==> config.mk <==
export PLATFORM = sky130hd
export DESIGN_NAME = operand_feeder_flat
export DESIGN_NICKNAME = d
export VERILOG_FILES = /design/src/rtl/systolic_pkg.sv /design/src/rtl/operand_feeder_if.sv /design/src/rtl/feed_lane.sv /design/src/rtl/operand_feeder.sv /design/src/flat_wrapper.sv
export SDC_FILE = /design/constraint.sdc
export NUM_CORES = 1
export LEC_CHECK = 0
export CORE_MARGIN = 1.5
export CORE_UTILIZATION = 45
export DETAILED_ROUTE_END_ITERATION = 8
export HOLD_SLACK_MARGIN = 0.15
export PLACE_DENSITY = 0.73
export SLEW_MARGIN = 40
export SYNTH_ARGS = -nofsm -noshare
export SYNTH_HDL_FRONTEND = slang
export SYNTH_SLANG_ARGS = --single-unit
==> constraint.sdc <==
create_clock -name clk -period 3.5 [get_ports clk]
set_clock_uncertainty 0.2 [all_clocks]
set_input_delay 0.525 -clock clk [delete_from_list [all_inputs] [get_ports clk]]
set_output_delay 0.525 -clock clk [all_outputs]
set_load 0.01 [all_outputs]
==> src/rtl/systolic_pkg.sv <==
// Shared defaults and state encoding for the systolic MAC array operand path.
package systolic_pkg;

  localparam int unsigned DATA_WIDTH = 32;
  localparam int unsigned N          = 3;
  localparam int unsigned M          = 3;
  localparam int unsigned K          = 3;
  localparam int unsigned ADDR_W     = 4;

  typedef enum logic [1:0] {
    IDLE   = 2'd0,
    STREAM = 2'd1,
    DONE   = 2'd2
  } feed_state_t;

endpackage

==> src/rtl/operand_feeder_if.sv <==
// Buffer write port, streaming enables and lane outputs of the operand feeder.
interface operand_feeder_if #(
  parameter int unsigned DATA_WIDTH = systolic_pkg::DATA_WIDTH,
  parameter int unsigned N          = systolic_pkg::N,
  parameter int unsigned M          = systolic_pkg::M,
  parameter int unsigned ADDR_W     = systolic_pkg::ADDR_W
);

  logic                             wr_en;
  logic                             wr_sel;
  logic [ADDR_W-1:0]                wr_row;
  logic [ADDR_W-1:0]                wr_col;
  logic [DATA_WIDTH-1:0]            wr_data;
  logic                             start;
  logic [N-1:0]                     A_in_en;
  logic [M-1:0]                     B_in_en;
  logic [N-1:0][DATA_WIDTH-1:0]     A_out;
  logic [M-1:0][DATA_WIDTH-1:0]     B_out;
  logic                             busy;
  logic                             finished;
  logic                             wr_err;

  modport master (
    output wr_en, wr_sel, wr_row, wr_col, wr_data, start, A_in_en, B_in_en,
    input  A_out, B_out, busy, finished, wr_err
  );

  modport slave (
    input  wr_en, wr_sel, wr_row, wr_col, wr_data, start, A_in_en, B_in_en,
    output A_out, B_out, busy, finished, wr_err
  );

endinterface

==> src/rtl/feed_lane.sv <==
// One operand lane: K-word buffer, saturating read pointer and registered output.
module feed_lane #(
  parameter int unsigned DATA_WIDTH = 32,
  parameter int unsigned K          = 3,
  parameter int unsigned PTR_W      = $clog2(K + 1)
) (
  input  logic                  clk,
  input  logic                  rst,
  input  logic                  we,
  input  logic [PTR_W-1:0]      widx,
  input  logic [DATA_WIDTH-1:0] wdata,
  input  logic                  clr_ptr,
  input  logic                  adv,
  input  logic                  show,
  output logic [DATA_WIDTH-1:0] data_out,
  output logic                  exhausted
);

  localparam int unsigned IDX_W = (K > 1) ? $clog2(K) : 1;

  logic [DATA_WIDTH-1:0] mem_q [K];
  logic [PTR_W-1:0]      ptr_q;
  logic [PTR_W-1:0]      ptr_d;
  logic [DATA_WIDTH-1:0] rd_d;

  always_comb begin
    ptr_d = ptr_q;
    if (clr_ptr) begin
      ptr_d = '0;
    end else if (adv && (ptr_q < PTR_W'(K))) begin
      ptr_d = ptr_q + PTR_W'(1);
    end
  end

  // Flags the pointer value after this edge so DONE lands on the same edge.
  assign exhausted = (ptr_d == PTR_W'(K));

  // Output is pre-computed from next-cycle state; a same-edge write is forwarded.
  always_comb begin
    rd_d = '0;
    if (show && (ptr_d < PTR_W'(K))) begin
      if (we && (widx == ptr_d)) begin
        rd_d = wdata;
      end else begin
        rd_d = mem_q[ptr_d[IDX_W-1:0]];
      end
    end
  end

  always_ff @(posedge clk) begin
    if (rst) begin
      ptr_q    <= '0;
      data_out <= '0;
      for (int i = 0; i < int'(K); i++) begin
        mem_q[i] <= '0;
      end
    end else begin
      ptr_q    <= ptr_d;
      data_out <= rd_d;
      if (we) begin
        mem_q[widx[IDX_W-1:0]] <= wdata;
      end
    end
  end

endmodule

==> src/rtl/operand_feeder.sv <==
// Operand feeder top: FSM, buffer write decode, sticky write error and N+M lanes.
module operand_feeder #(
  parameter int unsigned DATA_WIDTH = systolic_pkg::DATA_WIDTH,
  parameter int unsigned N          = systolic_pkg::N,
  parameter int unsigned M          = systolic_pkg::M,
  parameter int unsigned K          = systolic_pkg::K,
  parameter int unsigned ADDR_W     = systolic_pkg::ADDR_W
) (
  input logic             clk,
  input logic             rst,
  operand_feeder_if.slave bus
);

  import systolic_pkg::*;

  localparam int unsigned PTR_W = $clog2(K + 1);
  localparam int unsigned L     = N + M;

  feed_state_t state_q;
  feed_state_t state_d;
  logic        clr_ptr;
  logic        wr_ok;
  logic        all_exh;
  logic        stream_nxt;
  logic        streaming;
  logic        busy_q;
  logic        finished_q;
  logic        wr_err_q;
  logic [L-1:0] exh;
  logic [N-1:0][DATA_WIDTH-1:0] a_out;
  logic [M-1:0][DATA_WIDTH-1:0] b_out;

  assign streaming  = (state_q == STREAM);
  assign wr_ok      = bus.wr_en && !streaming;
  assign all_exh    = &exh;
  assign stream_nxt = (state_d == STREAM);

  // Next-state logic; start from IDLE or DONE rewinds every lane.
  always_comb begin
    state_d = state_q;
    clr_ptr = 1'b0;
    case (state_q)
      IDLE: begin
        if (bus.start) begin
          state_d = STREAM;
          clr_ptr = 1'b1;
        end
      end
      STREAM: begin
        if (all_exh) begin
          state_d = DONE;
        end
      end
      DONE: begin
        if (bus.start) begin
          state_d = STREAM;
          clr_ptr = 1'b1;
        end else if (bus.wr_en) begin
          state_d = IDLE;
        end
      end
      default: state_d = IDLE;
    endcase
  end

  always_ff @(posedge clk) begin
    if (rst) begin
      state_q    <= IDLE;
      busy_q     <= 1'b0;
      finished_q <= 1'b0;
      wr_err_q   <= 1'b0;
    end else begin
      state_q    <= state_d;
      busy_q     <= (state_d == STREAM);
      finished_q <= (state_d == DONE);
      if (bus.wr_en && streaming) begin
        wr_err_q <= 1'b1;
      end
    end
  end

  // A lanes: wr_row selects the lane, wr_col the element.
  for (genvar i = 0; i < int'(N); i++) begin : g_a
    localparam int unsigned LANE = i;
    logic             we;
    logic [PTR_W-1:0] widx;
    assign we   = wr_ok && !bus.wr_sel && (32'(bus.wr_row) == LANE) && (32'(bus.wr_col) < K);
    assign widx = PTR_W'(bus.wr_col);
    feed_lane #(.DATA_WIDTH(DATA_WIDTH), .K(K), .PTR_W(PTR_W)) u_lane (
      .clk       (clk),
      .rst       (rst),
      .we        (we),
      .widx      (widx),
      .wdata     (bus.wr_data),
      .clr_ptr   (clr_ptr),
      .adv       (streaming && bus.A_in_en[i]),
      .show      (stream_nxt),
      .data_out  (a_out[i]),
      .exhausted (exh[i])
    );
  end

  // B lanes: wr_col selects the lane, wr_row the element.
  for (genvar j = 0; j < int'(M); j++) begin : g_b
    localparam int unsigned LANE = j;
    logic             we;
    logic [PTR_W-1:0] widx;
    assign we   = wr_ok && bus.wr_sel && (32'(bus.wr_col) == LANE) && (32'(bus.wr_row) < K);
    assign widx = PTR_W'(bus.wr_row);
    feed_lane #(.DATA_WIDTH(DATA_WIDTH), .K(K), .PTR_W(PTR_W)) u_lane (
      .clk       (clk),
      .rst       (rst),
      .we        (we),
      .widx      (widx),
      .wdata     (bus.wr_data),
      .clr_ptr   (clr_ptr),
      .adv       (streaming && bus.B_in_en[j]),
      .show      (stream_nxt),
      .data_out  (b_out[j]),
      .exhausted (exh[N+j])
    );
  end

  assign bus.A_out    = a_out;
  assign bus.B_out    = b_out;
  assign bus.busy     = busy_q;
  assign bus.finished = finished_q;
  assign bus.wr_err   = wr_err_q;

endmodule

==> src/flat_wrapper.sv <==
// flat-port wrapper written by rule: the top's interface ports become plain ports
module operand_feeder_flat import systolic_pkg::*;
#(
  parameter int unsigned DATA_WIDTH = systolic_pkg::DATA_WIDTH,
  parameter int unsigned N          = systolic_pkg::N,
  parameter int unsigned M          = systolic_pkg::M,
  parameter int unsigned K          = systolic_pkg::K,
  parameter int unsigned ADDR_W     = systolic_pkg::ADDR_W
)
  (clk, rst, bus_wr_en, bus_wr_sel, bus_wr_row, bus_wr_col, bus_wr_data, bus_start, bus_A_in_en, bus_B_in_en, bus_A_out, bus_B_out, bus_busy, bus_finished, bus_wr_err);
  operand_feeder_if #(.DATA_WIDTH(DATA_WIDTH), .N(N), .M(M), .ADDR_W(ADDR_W)) bus_i ();
  input logic clk;
  input logic rst;
  input wire logic [$bits(bus_i.wr_en)-1:0] bus_wr_en;
  input wire logic [$bits(bus_i.wr_sel)-1:0] bus_wr_sel;
  input wire logic [$bits(bus_i.wr_row)-1:0] bus_wr_row;
  input wire logic [$bits(bus_i.wr_col)-1:0] bus_wr_col;
  input wire logic [$bits(bus_i.wr_data)-1:0] bus_wr_data;
  input wire logic [$bits(bus_i.start)-1:0] bus_start;
  input wire logic [$bits(bus_i.A_in_en)-1:0] bus_A_in_en;
  input wire logic [$bits(bus_i.B_in_en)-1:0] bus_B_in_en;
  output wire logic [$bits(bus_i.A_out)-1:0] bus_A_out;
  output wire logic [$bits(bus_i.B_out)-1:0] bus_B_out;
  output wire logic [$bits(bus_i.busy)-1:0] bus_busy;
  output wire logic [$bits(bus_i.finished)-1:0] bus_finished;
  output wire logic [$bits(bus_i.wr_err)-1:0] bus_wr_err;
  assign bus_i.wr_en = bus_wr_en;
  assign bus_i.wr_sel = bus_wr_sel;
  assign bus_i.wr_row = bus_wr_row;
  assign bus_i.wr_col = bus_wr_col;
  assign bus_i.wr_data = bus_wr_data;
  assign bus_i.start = bus_start;
  assign bus_i.A_in_en = bus_A_in_en;
  assign bus_i.B_in_en = bus_B_in_en;
  assign bus_A_out = bus_i.A_out;
  assign bus_B_out = bus_i.B_out;
  assign bus_busy = bus_i.busy;
  assign bus_finished = bus_i.finished;
  assign bus_wr_err = bus_i.wr_err;
  operand_feeder #(.DATA_WIDTH(DATA_WIDTH), .N(N), .M(M), .K(K), .ADDR_W(ADDR_W)) u_core (.clk(clk), .rst(rst), .bus(bus_i));
endmodule
# Word level (Yosys, flattened, before mapping)
# Memory sizes are Yosys's and may differ from the RTL's. A register that Yosys moved wholly into a read port is not among the register bits.
# Cells that the tools add are included.
# totals
word_cells	166
mem_bits_ro	0
ff_bits	17
inputBits	51
out_inout_bits	195
mem_bits_rw	576
mem_count	6
latch_bits	0
# classes
div_mod_pow	0
mux	57
addsub	6
eq_ne	14
mul	0
magnitude_cmp	14
shift	0
bitwise_logic	6
reduce_logical	53
# mem_list
name	depth	width	read_ports	rd_ports_with_merged_regs	write_ports	line	source
u_core.g_a[0].u_lane.mem_q	3	32	1	1	3	feed_lane.sv:21	logic [DATA_WIDTH-1:0] mem_q [K];
u_core.g_a[1].u_lane.mem_q	3	32	1	1	3	feed_lane.sv:21	
u_core.g_a[2].u_lane.mem_q	3	32	1	1	3	feed_lane.sv:21	
u_core.g_b[0].u_lane.mem_q	3	32	1	1	3	feed_lane.sv:21	
u_core.g_b[1].u_lane.mem_q	3	32	1	1	3	feed_lane.sv:21	
u_core.g_b[2].u_lane.mem_q	3	32	1	1	3	feed_lane.sv:21	
# ops
cell	n
2-to-1 mux 32 bit	6
OR reduction 32 bit	6
2-to-1 mux 2 bit	22
logical AND 1 bit	34
2-to-1 mux 1 bit	28
less-than comparator 2 bit, second input constant	12
== test 2 bit, second input constant	8
OR reduction 2 bit	7
adder 2 x 1 -> 2 bit, second input constant	6
== test 4 x 1 -> 1 bit, second input constant	2
== test 4 x 2 -> 1 bit, second input constant	2
zero test 4 bit	2
less-than comparator 4 x 2 -> 1 bit, second input constant	2
inverter 1 bit	6
one-hot mux 2 bit (3 select lines)	1
AND reduction 6 bit	1
== test 2 x 1 -> 1 bit, second input constant	2
zero test 1 bit	2
zero test 2 bit	1

# Longest topological paths before layout
# logic_depth
depth_word	13
mapped_depth	9
ltp_nobuf	7

# Hierarchy
# Synthesis repeated with hierarchy kept, for this count alone.
# hier_totals
cells_unflattened	2936
hier_area_um2	40852.9
# by_module_without_submodules
mod	n_inst	area_per_inst_um2	seq_area_each_um2	cells_per_inst
feed_lane at u_core.g_a[0].u_lane ...	5	6759.0	4524.3	483
feed_lane at u_core.g_b[2].u_lane	1	6752.7	4524.3	482
operand_feeder	1	305.3	100.1	39

# Worst setup path after synthesis
# OpenSTA, ideal clock, no wires.
# synth_path
path_type	in2reg
from	input bus_wr_row[2]
to	memory u_core.g_a[0].u_lane.mem_q[0][0], enable pin
t_arrival_ns	2.669
setup_slack_ns	0.243
path_buffers	1
t_required_ns	2.912
cell_stages	6
setup_ns	0.388
cell_sequence	or4b_4 -> nor4_4 -> nand2_2 -> nor3_2 -> clkbuf_1 -> a21o_1
# synth_rtl
element	line	source
start: declaration	flat_wrapper.sv:16	input wire logic [$bits(bus_i.wr_row)-1:0] bus_wr_row;
end: declaration	feed_lane.sv:21	

# Final worst setup path
# layout_path
from	register u_core.state_q[0]
to	register u_core.g_a[0].u_lane.data_out[12] (read register of u_core.g_a[0].u_lane.mem_q)
# layout_between
elab_chain_cells	13
word_cells_on_any_way	46
classes_between	order compare: 1; eq/ne: 9; mux: 18; bitwise: 1; reduce/logical: 17
# layout_rtl
element	line	source
start: declaration	operand_feeder.sv:19	feed_state_t state_q;
start signal: assignment	operand_feeder.sv:73	state_q <= state_d;
== test 2 x 1 -> 1 bit	operand_feeder.sv:33, operand_feeder.sv:42	
logical AND 1 bit (on tied branches)	operand_feeder.sv:117, operand_feeder.sv:96	
logical AND 1 bit	feed_lane.sv:30	end else if (adv && (ptr_q < PTR_W'(K))) begin
2-to-1 mux 2 bit	feed_lane.sv:30	
2-to-1 mux 2 bit	feed_lane.sv:28	if (clr_ptr) begin
== test 2 bit	feed_lane.sv:36	assign exhausted = (ptr_d == PTR_W'(K));
AND reduction 6 bit	operand_feeder.sv:35	assign all_exh = &exh;
2-to-1 mux 2 bit	operand_feeder.sv:50	if (all_exh) begin
one-hot mux 2 bit (3 select lines)	operand_feeder.sv:42	case (state_q)
== test 2 x 1 -> 1 bit	operand_feeder.sv:36	assign stream_nxt = (state_d == STREAM);
logical AND 1 bit	feed_lane.sv:41	if (show && (ptr_d < PTR_W'(K))) begin
inverter 1 bit (no line)	--	
OR reduction 2 bit (no line)	--	
end: declaration	feed_lane.sv:15	output logic [DATA_WIDTH-1:0] data_out,
# Several ways; a longest one is shown, not always the timed one.
# A chain may end at the register's enable or synchronous reset.

==> results.md <==
- H-tree depth: 3
- PwrDens: 536.6 nW/um^2
- Number of flops mapped to enable cells by yosys: 768
- VDD IR max: 373.6 uV
- Tot Pwr: 25.94 mW
- Drt drc: 0
- Largest net degree at the start of global routing: 47
- Status: complete, no violations
- Post-detailed-route count of antenna-violating nets: 0
- Worst-path clk slew: 0.07 ns
- Highest Clock Rate: 324.5 MHz
- First-pass GRT wire length: 157100 um
- Die X: 298.2 um
- Setup violations, final: 0
- Total setup buffers inserted after CTS: 0
- Via count: 23166
- Row cnt: 108
- Die span in y: 298.2 um
- Vias in the first global route: 23856
- IO Pins: 246
- Post-Syn Area: 39210 um^2
- Clk Latency, worst-skew pair: 0.68 ns
- Placed insts: 3907
- Number of I/O port buffers: 245
- Starting density of the core: 45.33%
- Fin. max-slew vios: 0
- Maxcap violations: 0
- Post-Route WL: 107100 um
- Post-DP HPWL: 68200 um
- Total gr overflow: 0
- Hold buffer count at CTS: 0
- Post-CTS sizing: 0
- Total track usage: 24.08%
- Critical Path AT: 3.44 ns
- Most common cell after layout, fill and taps aside: edfxtp_1
- Fillers: 6621
- Flops & latches, synth: 977
- Clk buf depth: 3
- Sequential Power Share: 51.1%
- Root buf cell: clkbuf_16
- CTS tree: done
- YS warnings: 0
- Hold_ws: 0.1854 ns
- Top_reg_cell synth: edfxtp_1
- Crit Path Max Fanout: 17
- Most frequent cells in the layout: edfxtp_1 (768), and2_1 (386), clkdlybuf4s50_1 (239)
- Relative max-transition margin: 53.03%
- Die area: 88910 um^2
- Cell Int Power: 20.17 mW
- Seq/Total Area, Yosys: 69.49%
- Initial antenna violation count: 4
- Clk sinks: 977
- Leak: 18.49 nW
- Clk network pwr share: 41.0%
- Final #Nets: 2911
- DRT Pass-1 Iters: 5
- Final period utilization: 88.04%
- Crit path capture type: flop
- Layout Cells excl Fill: 4094
- Area grow syn2layout: 23.28%
- Vias per cell: 5.659
- Net switching share of the total power: 22.22%
- Switching pwr: 5.762 mW
- Combinational Power Share: 7.8%
- Gpl congestion: 0.8894
- Final hold violations: 0
- Hold Crit Class: primary input to flop
- FF/Latch Area: 27250 um^2
- Tmin final: 3.081 ns
- Routed length per instance: 26.17 um
- Critical Path RT: 3.86 ns
- Area of the multi-input gates: 11960 um^2
- Post-synth ARST share: 0%
- Avg Cell Area, Syn: 16.49 um^2
- Layout cell share with drive strength beyond 1: 19.64%
- Yosys cell types: 56
- CTS Buf Count: 98
- Syn Inst Count: 2378
- Critical Path Start Type: flop
- RSZ-0062 raised after global routing: false
- Kind of critical path: flop to flop
- Core area: 86480 um^2
- Worst slew pin tran: 0.7023 ns
- DRT iter0 DRCs: 2247
[worst max-delay path, stage by stage (launching register included)]
cell and delay, ns:
dfxtp_1 0.66, nor2b_1 0.50, nand4b_1 0.30, and2_1 0.26, and3_1 0.18, o311a_2 0.43, buf_12 0.18, a22o_1 0.24
[power groups by stage]
| stage | Clock (mW) | Sequential [mW] | Combinational, mW |
|---|---|---|---|
| after global placement | 0 | 13.5 | 2.00 |
| after global routing | 11.2 | 13.3 | 2.14 |
| after floorplan | 0 | 13.5 | 0.977 |
| after detailed placement | 0 | 13.5 | 2.03 |
| final | 10.6 | 13.3 | 2.03 |
| after CTS | 10.8 | 13.3 | 2.04 |
[area by class of cell]
cell class	instances	share of cell area, %
well taps	1155	2.990
inverters	6	0.04660
flip-flops and latches	977	56.37
diodes	1	0.005177
multi-input cells	1354	24.75
repair buffers	417	9.029
clock buffers	142	5.716
clock inverters	42	1.090
[sequential cells by signal, indices dropped and copies added, names as in the netlist]
signal	flops
u_core.g_a.u_lane.mem_q	384
u_core.g_b.u_lane.data_out	96
u_core.bus.wr_err	1
u_core.g_a.u_lane.data_out	96
u_core.state_q	2
u_core.g_a.u_lane.ptr_q	6
u_core.bus.busy	1
u_core.g_b.u_lane.mem_q	384
u_core.g_b.u_lane.ptr_q	6
u_core.bus.finished	1
[Yosys cell counts (3+ instances only)]
library cell,number,area (um^2)
a21o_1,6,45.04
a21oi_1,11,55.05
a22o_1,160,1401
a31oi_1,3,18.77
and2_1,386,2415
and3_1,196,1226
buf_2,31,155.2
buf_4,6,45.04
buf_6,9,101.4
clkbuf_1,184,690.7
dfxtp_1,209,4184
edfxtp_1,768,23060
ha_1,6,75.07
inv_1,6,22.52
mux2_2,3,33.78
mux2i_1,34,340.3
mux4_2,192,4324
nand2_1,13,48.80
nand2b_1,6,37.54
nand3_1,7,35.03
nand3b_1,5,37.54
nand4b_1,3,26.28
nor2_1,58,217.7
nor3_1,6,30.03
nor4bb_1,3,30.03
o21ai_0,7,35.03
o22ai_2,3,37.54
o31a_1,3,26.28
or2_2,13,81.33
or3_1,3,18.77
xnor2_1,3,26.28
xor2_1,4,35.03
[logic make-up (layout without fill, tap and decap cells)]
logic type | Yosys count | after routing | share of synthesized area (%)
adder cells (fa/ha/maj) | 6 | 6 | 0.1915
multiplexers | 229 | 229 | 11.98
flip-flops | 977 | 977 | 69.49
AO/OA/AOI/OAI | 204 | 204 | 4.401
XOR/XNOR | 7 | 7 | 0.1564
other | 1 | 193 | 0.009565
AND/OR/NAND/NOR | 716 | 716 | 11.16
buffers and inverters | 238 | 607 | 2.607
[routing by layer]
metal	global-route usage, %	vias up	wire length (um)
met3	4.879	191	9028
met1	31.92	12052	42270
met5	0	-	21
met4	9.560	4	3948
met2	39.06	1090	51860
li1	-	9829	-
[worst paths after layout]
check / slack [ns] / to / startpoint / cells after the start
max reg2reg: 0.42 / u_core.g_a[0].u_lane.data_out[12] / u_core.state_q[0] / 7
min reg2reg: 0.37 / u_core.g_b[2].u_lane.ptr_q[1] / u_core.g_b[2].u_lane.ptr_q[1] / 2
min: 0.19 / u_core.g_b[0].u_lane.mem_q[3][23] / bus_wr_data[23] / 1
max: 0.42 / u_core.g_a[0].u_lane.data_out[12] / u_core.state_q[0] / 7
[per-stage QoR]
| step | utilization [%] | setup slack (ns) | instance area [um^2] | setup TNS, ns |
|---|---|---|---|---|
| floorplan | - | 0.2429 | 39920 | 0 |
| global placement | 52.08 | 0.01805 | 45040 | 0 |
| detailed placement | 52.07 | -0.03635 | 45030 | -0.3082 |
| CTS | 55.87 | 0.4628 | 48320 | 0 |
| global route | 55.89 | 0.2922 | 48330 | 0 |
| finish | 55.89 | 0.4188 | 48330 | 0 |
Note: power is estimated with default switching activity, not from simulation.
